## src/rtl/game_fsm_if.sv

```systemverilog
// Game sequencer bus: buttons and physics/pipe inputs toward the FSM, game status back out.
interface game_fsm_if;
  logic               start_btn;
  logic               pause_btn;
  logic signed [10:0] y_coord;
  logic        [10:0] pipe_x;
  logic        [10:0] gap_lo;
  logic        [10:0] gap_hi;
  logic        [1:0]  state;
  logic               enable;
  logic        [15:0] score;
  logic        [15:0] hi_score;
  logic               hit;

  modport master (
    output start_btn, pause_btn, y_coord, pipe_x, gap_lo, gap_hi,
    input  state, enable, score, hi_score, hit
  );

  modport slave (
    input  start_btn, pause_btn, y_coord, pipe_x, gap_lo, gap_hi,
    output state, enable, score, hi_score, hit
  );
endinterface

```

## src/rtl/game_fsm.sv

```systemverilog
// Flappy-bird game sequencer: button sync, collision, BCD scoring, high score, lockout.
// Optional pipe collision enabled by defining GAME_FSM_PIPE_COLLISION_EN.
module game_fsm #(
  parameter logic [10:0] BIRD_X     = 11'd200,
  parameter logic [10:0] BIRD_W     = 11'd34,
  parameter logic [10:0] BIRD_H     = 11'd24,
  parameter logic [10:0] PIPE_W     = 11'd60,
  parameter logic [7:0]  OVER_TICKS = 8'd64,
  parameter int          TICK_LOG2  = 5
) (
  input  logic       clk,
  input  logic       rst,
  game_fsm_if.slave  bus
);

  typedef enum logic [1:0] {S_IDLE = 2'd0, S_READY = 2'd1, S_PLAY = 2'd2, S_OVER = 2'd3} state_t;

  state_t                 st;
  logic                   enable;
  logic [15:0]            score;
  logic [15:0]            hi_score;
  logic                   hit;
  logic [7:0]             lock;
  logic [TICK_LOG2-1:0]   tick_cnt;
  logic [10:0]            prev_pipe_x;
  logic                   start_p0, start_p1, start_p2;
  logic                   pause_p0, pause_p1, pause_p2;
  logic                   start_rise, pause_rise, tick;
  logic                   ground, coll, score_ev;

  function automatic logic [15:0] bcd_inc(input logic [15:0] v);
    logic [15:0] r;
    logic        carry;
    r     = v;
    carry = 1'b1;
    if (v == 16'h9999) return v;
    for (int i = 0; i < 4; i++) begin
      if (carry) begin
        if (r[4*i +: 4] == 4'd9) begin
          r[4*i +: 4] = 4'd0;
        end else begin
          r[4*i +: 4] = r[4*i +: 4] + 4'd1;
          carry       = 1'b0;
        end
      end
    end
    return r;
  endfunction

  // Stage p0/p1: two-flop synchronizers; p2: edge-detect register
  always_ff @(posedge clk or posedge rst) begin
    if (rst) begin
      start_p0 <= 1'b0; start_p1 <= 1'b0; start_p2 <= 1'b0;
      pause_p0 <= 1'b0; pause_p1 <= 1'b0; pause_p2 <= 1'b0;
      tick_cnt <= '0;
      prev_pipe_x <= '0;
    end else begin
      start_p0 <= bus.start_btn; start_p1 <= start_p0; start_p2 <= start_p1;
      pause_p0 <= bus.pause_btn; pause_p1 <= pause_p0; pause_p2 <= pause_p1;
      tick_cnt <= tick_cnt + 1'b1;
      prev_pipe_x <= bus.pipe_x;
    end
  end

  assign start_rise = start_p1 & ~start_p2;
  assign pause_rise = pause_p1 & ~pause_p2;
  assign tick       = &tick_cnt;
  assign ground     = (bus.y_coord <= 11'sd0);

`ifdef GAME_FSM_PIPE_COLLISION_EN
  logic signed [11:0] y_ext;
  logic               x_ovl, y_out;
  assign y_ext = {bus.y_coord[10], bus.y_coord};
  assign x_ovl = ({1'b0, bus.pipe_x} < ({1'b0, BIRD_X} + {1'b0, BIRD_W})) &&
                 (({1'b0, bus.pipe_x} + {1'b0, PIPE_W}) > {1'b0, BIRD_X});
  assign y_out = (y_ext < $signed({1'b0, bus.gap_lo})) ||
                 ((y_ext + $signed({1'b0, BIRD_H})) > $signed({1'b0, bus.gap_hi}));
  assign coll  = ground | (x_ovl & y_out);
`else
  logic unused_pipe;
  assign unused_pipe = ^{bus.gap_lo, bus.gap_hi, BIRD_W, BIRD_H};
  assign coll        = ground;
`endif

  // A crossing is the pipe's right edge passing the bird's left edge this cycle
  assign score_ev = (({1'b0, prev_pipe_x} + {1'b0, PIPE_W}) >= {1'b0, BIRD_X}) &&
                    (({1'b0, bus.pipe_x}  + {1'b0, PIPE_W}) <  {1'b0, BIRD_X});

  always_ff @(posedge clk or posedge rst) begin
    if (rst) begin
      st       <= S_IDLE;
      enable   <= 1'b0;
      score    <= '0;
      hi_score <= '0;
      hit      <= 1'b0;
      lock     <= '0;
    end else begin
      hit <= 1'b0;
      case (st)
        S_IDLE: if (start_rise) begin
          st     <= S_READY;
          score  <= '0;
          enable <= 1'b1;
        end
        S_READY: if (start_rise) begin
          st     <= S_PLAY;
          enable <= 1'b1;
        end
        S_PLAY: begin
          if (enable && coll) begin
            st     <= S_OVER;
            hit    <= 1'b1;
            enable <= 1'b0;
            lock   <= OVER_TICKS;
          end else begin
            if (pause_rise) enable <= ~enable;
            if (enable && score_ev) score <= bcd_inc(score);
          end
        end
        S_OVER: begin
          // hit is high only in the first OVER cycle, so it marks entry
          if (hit && (score > hi_score)) hi_score <= score;
          if (lock == 8'd0) begin
            if (start_rise) begin
              st     <= S_READY;
              score  <= '0;
              enable <= 1'b1;
            end
          end else if (tick) begin
            lock <= lock - 8'd1;
          end
        end
        default: st <= S_IDLE;
      endcase
    end
  end

  assign bus.state    = st;
  assign bus.enable   = enable;
  assign bus.score    = score;
  assign bus.hi_score = hi_score;
  assign bus.hit      = hit;

endmodule

```

## src/flat_wrapper.sv

```systemverilog
// flat-port wrapper written by rule: the top's interface ports become plain ports
module game_fsm_flat 
#(
  parameter logic [10:0] BIRD_X     = 11'd200,
  parameter logic [10:0] BIRD_W     = 11'd34,
  parameter logic [10:0] BIRD_H     = 11'd24,
  parameter logic [10:0] PIPE_W     = 11'd60,
  parameter logic [7:0]  OVER_TICKS = 8'd64,
  parameter int          TICK_LOG2  = 5
)
  (clk, rst, bus_start_btn, bus_pause_btn, bus_y_coord, bus_pipe_x, bus_gap_lo, bus_gap_hi, bus_state, bus_enable, bus_score, bus_hi_score, bus_hit);
  game_fsm_if bus_i ();
  input  logic clk;
  input  logic rst;
  input wire logic [$bits(bus_i.start_btn)-1:0] bus_start_btn;
  input wire logic [$bits(bus_i.pause_btn)-1:0] bus_pause_btn;
  input wire logic [$bits(bus_i.y_coord)-1:0] bus_y_coord;
  input wire logic [$bits(bus_i.pipe_x)-1:0] bus_pipe_x;
  input wire logic [$bits(bus_i.gap_lo)-1:0] bus_gap_lo;
  input wire logic [$bits(bus_i.gap_hi)-1:0] bus_gap_hi;
  output wire logic [$bits(bus_i.state)-1:0] bus_state;
  output wire logic [$bits(bus_i.enable)-1:0] bus_enable;
  output wire logic [$bits(bus_i.score)-1:0] bus_score;
  output wire logic [$bits(bus_i.hi_score)-1:0] bus_hi_score;
  output wire logic [$bits(bus_i.hit)-1:0] bus_hit;
  assign bus_i.start_btn = bus_start_btn;
  assign bus_i.pause_btn = bus_pause_btn;
  assign bus_i.y_coord = bus_y_coord;
  assign bus_i.pipe_x = bus_pipe_x;
  assign bus_i.gap_lo = bus_gap_lo;
  assign bus_i.gap_hi = bus_gap_hi;
  assign bus_state = bus_i.state;
  assign bus_enable = bus_i.enable;
  assign bus_score = bus_i.score;
  assign bus_hi_score = bus_i.hi_score;
  assign bus_hit = bus_i.hit;
  game_fsm #(.BIRD_X(BIRD_X), .BIRD_W(BIRD_W), .BIRD_H(BIRD_H), .PIPE_W(PIPE_W), .OVER_TICKS(OVER_TICKS), .TICK_LOG2(TICK_LOG2)) u_core (.clk(clk), .rst(rst), .bus(bus_i));
endmodule
```

## config.mk

```make
export PLATFORM = sky130hd
export DESIGN_NAME = game_fsm_flat
export DESIGN_NICKNAME = d
export VERILOG_FILES = /design/src/rtl/game_fsm_if.sv /design/src/rtl/game_fsm.sv /design/src/flat_wrapper.sv
export SDC_FILE = /design/constraint.sdc
export NUM_CORES = 1
export LEC_CHECK = 0
export BUFFER_PORTS_ARGS = -buffer_cell sky130_fd_sc_hd__buf_2
export CAP_MARGIN = 20
export CORE_MARGIN = 5
export CORE_UTILIZATION = 58
export DETAILED_ROUTE_END_ITERATION = 10
export GPL_TIMING_DRIVEN = 0
export PLACE_DENSITY = 0.85
export SYNTH_ARGS = -nofsm -noshare
export SYNTH_HDL_FRONTEND = slang
export SYNTH_SLANG_ARGS = --single-unit
```

## constraint.sdc

```tcl
create_clock -name clk -period 7.1 [get_ports clk]
set_clock_uncertainty 0.05 [all_clocks]
set_input_delay 0.71 -clock clk [delete_from_list [all_inputs] [get_ports clk]]
set_output_delay 0.71 -clock clk [all_outputs]
set_load 0.02 [all_outputs]
```

==> run_results.csv <==
group,metric,value,unit
clocking,clk_path_buf_depth,2,
setup_path,arrival,3270,ps
timing,max_slew_margin,43.11,%
clocking,cts_root_buf,"clkbuf_8",
yosys,syn_area_per_cell,10.59,µm²
floorplan,die_h,89.61,µm
run,drv_cap,0,
route,drtAntennaViolNets,0,
power,powerDensity,166.9,nW/µm²
placement,port_buffers,61,
placement,gp_congestion,0.8696,
timing,hold_viol,0,
yosys,synth_seq_area_share,44.93,%
yosys,ys_seq_elements,66,
yosys,yosysTopAreaCellShare,44.93,%
yosys,synthFlopType,"dfrtp_1",
yosys,netlist_area,3676,µm²
timing,setup_viol,0,
clocking,cts_max_level,3,
timing,fin_crit_sh,43.14,%
route,vias,3024,
clocking,cts_buffers,9,
yosys,synth_area_leaders,"dfrtp_1, ha_1, mux2_2",
yosys,synth-async-reset-ratio,100.0,%
floorplan,rows,29,
yosys,synth_edf_count,0,
cells_and_area,num-nets-final,504,
timing,min_period,3063,ps
placement,place_inst,487,
route,routed_via_density,6.012,
route,drt_iter0_drc,177,
yosys,netlist_instances,347,
cells_and_area,instances_no_fill,503,
cells_and_area,drive_above_1_share,23.24,%
cells_and_area,multi_input_area,1854,µm²
setup_path,cp-start-kind,"input port",
cells_and_area,fillers,482,
clocking,hold_buffers,0,
floorplan,coreArea,6241,µm²
timing,fin_tns_setup,0,ps
yosys,syn-num-nets,430,
hold_path,hold_class,"register to register",
global_routing,grtUsageTotal,22.52,%
route,dr.pass1.iters,4,
route,drc,0,
timing,grt_setup_unrepaired,"false",
clocking,cts_setup_buffers,0,
global_routing,grt_max_degree,36,
placement,dpl_cell_area,4103,µm²
timing,tightestPinTransition,848.3,ps
cells_and_area,fin_area,4268,µm²
outcome,outcome,"complete, no violations",
clocking,cts-resized-gates,0,
yosys,synth_top_cell_by_area,"dfrtp_1",
clocking,cts_tree,"done",
cells_and_area,antennaDiodeCount,0,
cells_and_area,syn_to_final_growth,16.10,%
floorplan,start_util,58.90,%
yosys,yosys_warnings,0,
floorplan,io_pins,84,
clocking,cts.sinks,66,
timing,finalMaxSlewViolations,0,
placement,hpwl,6049,µm
yosys,synth_cell_types,55,
floorplan,die_area,8030,µm²
global_routing,grt_antenna_before_repair,0,
power,p_leak,2.129,nW
cells_and_area,seqCellArea,1652,µm²
route,wl_per_cell,16.28,µm
setup_path,crit_type,"input port to register",
power,irDropWorstVdd,0.1372,mV
setup_path,required,7310,ps
setup_path,cp-end-kind,"register",
timing,fmax,326.5,MHz
global_routing,gr-total-overflow,0,
clocking,clk_pin_slew_worst_paths,70,ps
setup_path,crit_fanout,6,
floorplan,die_w,89.61,µm
clocking,clock_latency,340,ps
route,routed_wl,8187,µm
global_routing,grt_pass1_vias,3096,
global_routing,grt_pass1_wl,13850,µm
-- path summary, 6_finish.rpt --
kind | from | endpoint | slack [ps] | cells past startpoint
setup / recovery | bus_pipe_x[2] | u_core.bus.score[7]$_DFFE_PP0P_ | 4040 | 9
hold / removal | u_core.pause_p0$_DFF_PP0_ | u_core.pause_p1$_DFF_PP0_ | 300 | 0
setup reg to reg | u_core.bus.state[0]$_DFFE_PP0P_ | u_core.bus.score[7]$_DFFE_PP0P_ | 4060 | 9
hold reg to reg | u_core.pause_p0$_DFF_PP0_ | u_core.pause_p1$_DFF_PP0_ | 300 | 0
max in group asynchronous | rst | u_core.prev_pipe_x[10]$_DFF_PP0_ | 5940 | 3
min in group asynchronous | rst | u_core.tick_cnt[1]$_DFF_PP0_ | 420 | 2
-- cell type report --
| cell class | count | share of cell area, % |
|---|---|---|
| buffer | 5 | 0.4691 |
| timing repair buffer | 63 | 7.740 |
| tap | 77 | 2.257 |
| clock buffer | 14 | 3.577 |
| clock inverter | 2 | 0.2932 |
| multi-input combinational | 236 | 43.45 |
| inverter | 40 | 3.518 |
| sequential | 66 | 38.70 |
-- critical path: stages --
cell and delay [ps]:
buf_2 110, inv_1 40, ha_1 280, nand2b_1 80
or4_1 410, a32oi_1 570, nand2_1 300, or4_4 600
o31ai_2 170
-- stage by stage --
stage	setup slack [ps]	util [%]	hold WS (ps)	power, mW
floorplan	4190	-	281.2	0.4241
detailed placement	3747	65.74	288.9	0.4450
CTS	4065	68.38	303.5	0.7151
global route	3824	68.38	306.1	0.7374
finish	4037	68.38	300.6	0.7125
global placement	3671	65.34	281.2	0.4413
-- layer usage --
metal / global-route usage (%) / share of wire, % / wire [µm]
met3: 4.927 / 6.5 / 530
met1: 26.78 / 42 / 3411
met2: 38.43 / 50 / 4086
met4: 11.23 / 1.9 / 159
met5: 0 / 0 / 0
-- report_power, final --
part           switching (mW)  leakage, nW  internal (mW)
Combinational          0.0287         1.22         0.0202
Clock                   0.139       0.0807          0.136
Sequential            0.00549        0.829          0.383
Total                   0.173         2.13          0.540
-- cell usage after synthesis (2+ instances only) --
library cell and count:
a2111oi_0 3, a21o_1 6, a21oi_1 7, a22o_1 4, a22oi_1 2, a31oi_1 5
and2_1 2, and3_1 5, clkbuf_1 4, dfrtp_1 66, ha_1 35, inv_1 40
mux2_1 2, mux2_2 14, mux2i_1 11, nand2_1 19, nand2b_1 6, nand3_1 6
nand3b_1 5, nand4_1 5, nand4b_1 2, nor2_1 12, nor2b_1 3, nor3_1 10
nor3b_1 3, nor4_1 7, o211ai_1 3, o21ai_0 15, o311ai_0 2, o31ai_1 8
o41ai_1 7, or3_1 2, or4_1 2, or4_4 2, xnor2_1 2
-- logic make-up after synthesis --
kind of cell             synth area share, %
AO/OA/AOI/OAI                          15.38
XOR/XNOR                              0.7149
adder cells (fa/ha/maj)                11.91
buffers and inverters                  4.629
flip-flops                             44.93
multiplexers                           7.897
AND/OR/NAND/NOR                        14.53
-- registers in the layout (all words and copies together), names as in the netlist, 2 cells and up --
| signal | cells |
|---|---|
| u_core.bus.hi_score | 16 |
| u_core.bus.score | 16 |
| u_core.bus.state | 2 |
| u_core.lock | 8 |
| u_core.prev_pipe_x | 11 |
| u_core.tick_cnt | 5 |
-- layout by cell type, fill, tap and decap left out, types with 8 or more instances in the layout --
cell type,n
buf_2,63
clkbuf_1,8
clkbuf_8,10
dfrtp_1,66
ha_1,35
inv_1,39
mux2_2,14
mux2i_1,11
nand2_1,19
nor2_1,12
nor3_1,10
o21ai_0,15
o31ai_1,8
Note: power is estimated with default switching activity, not from simulation.
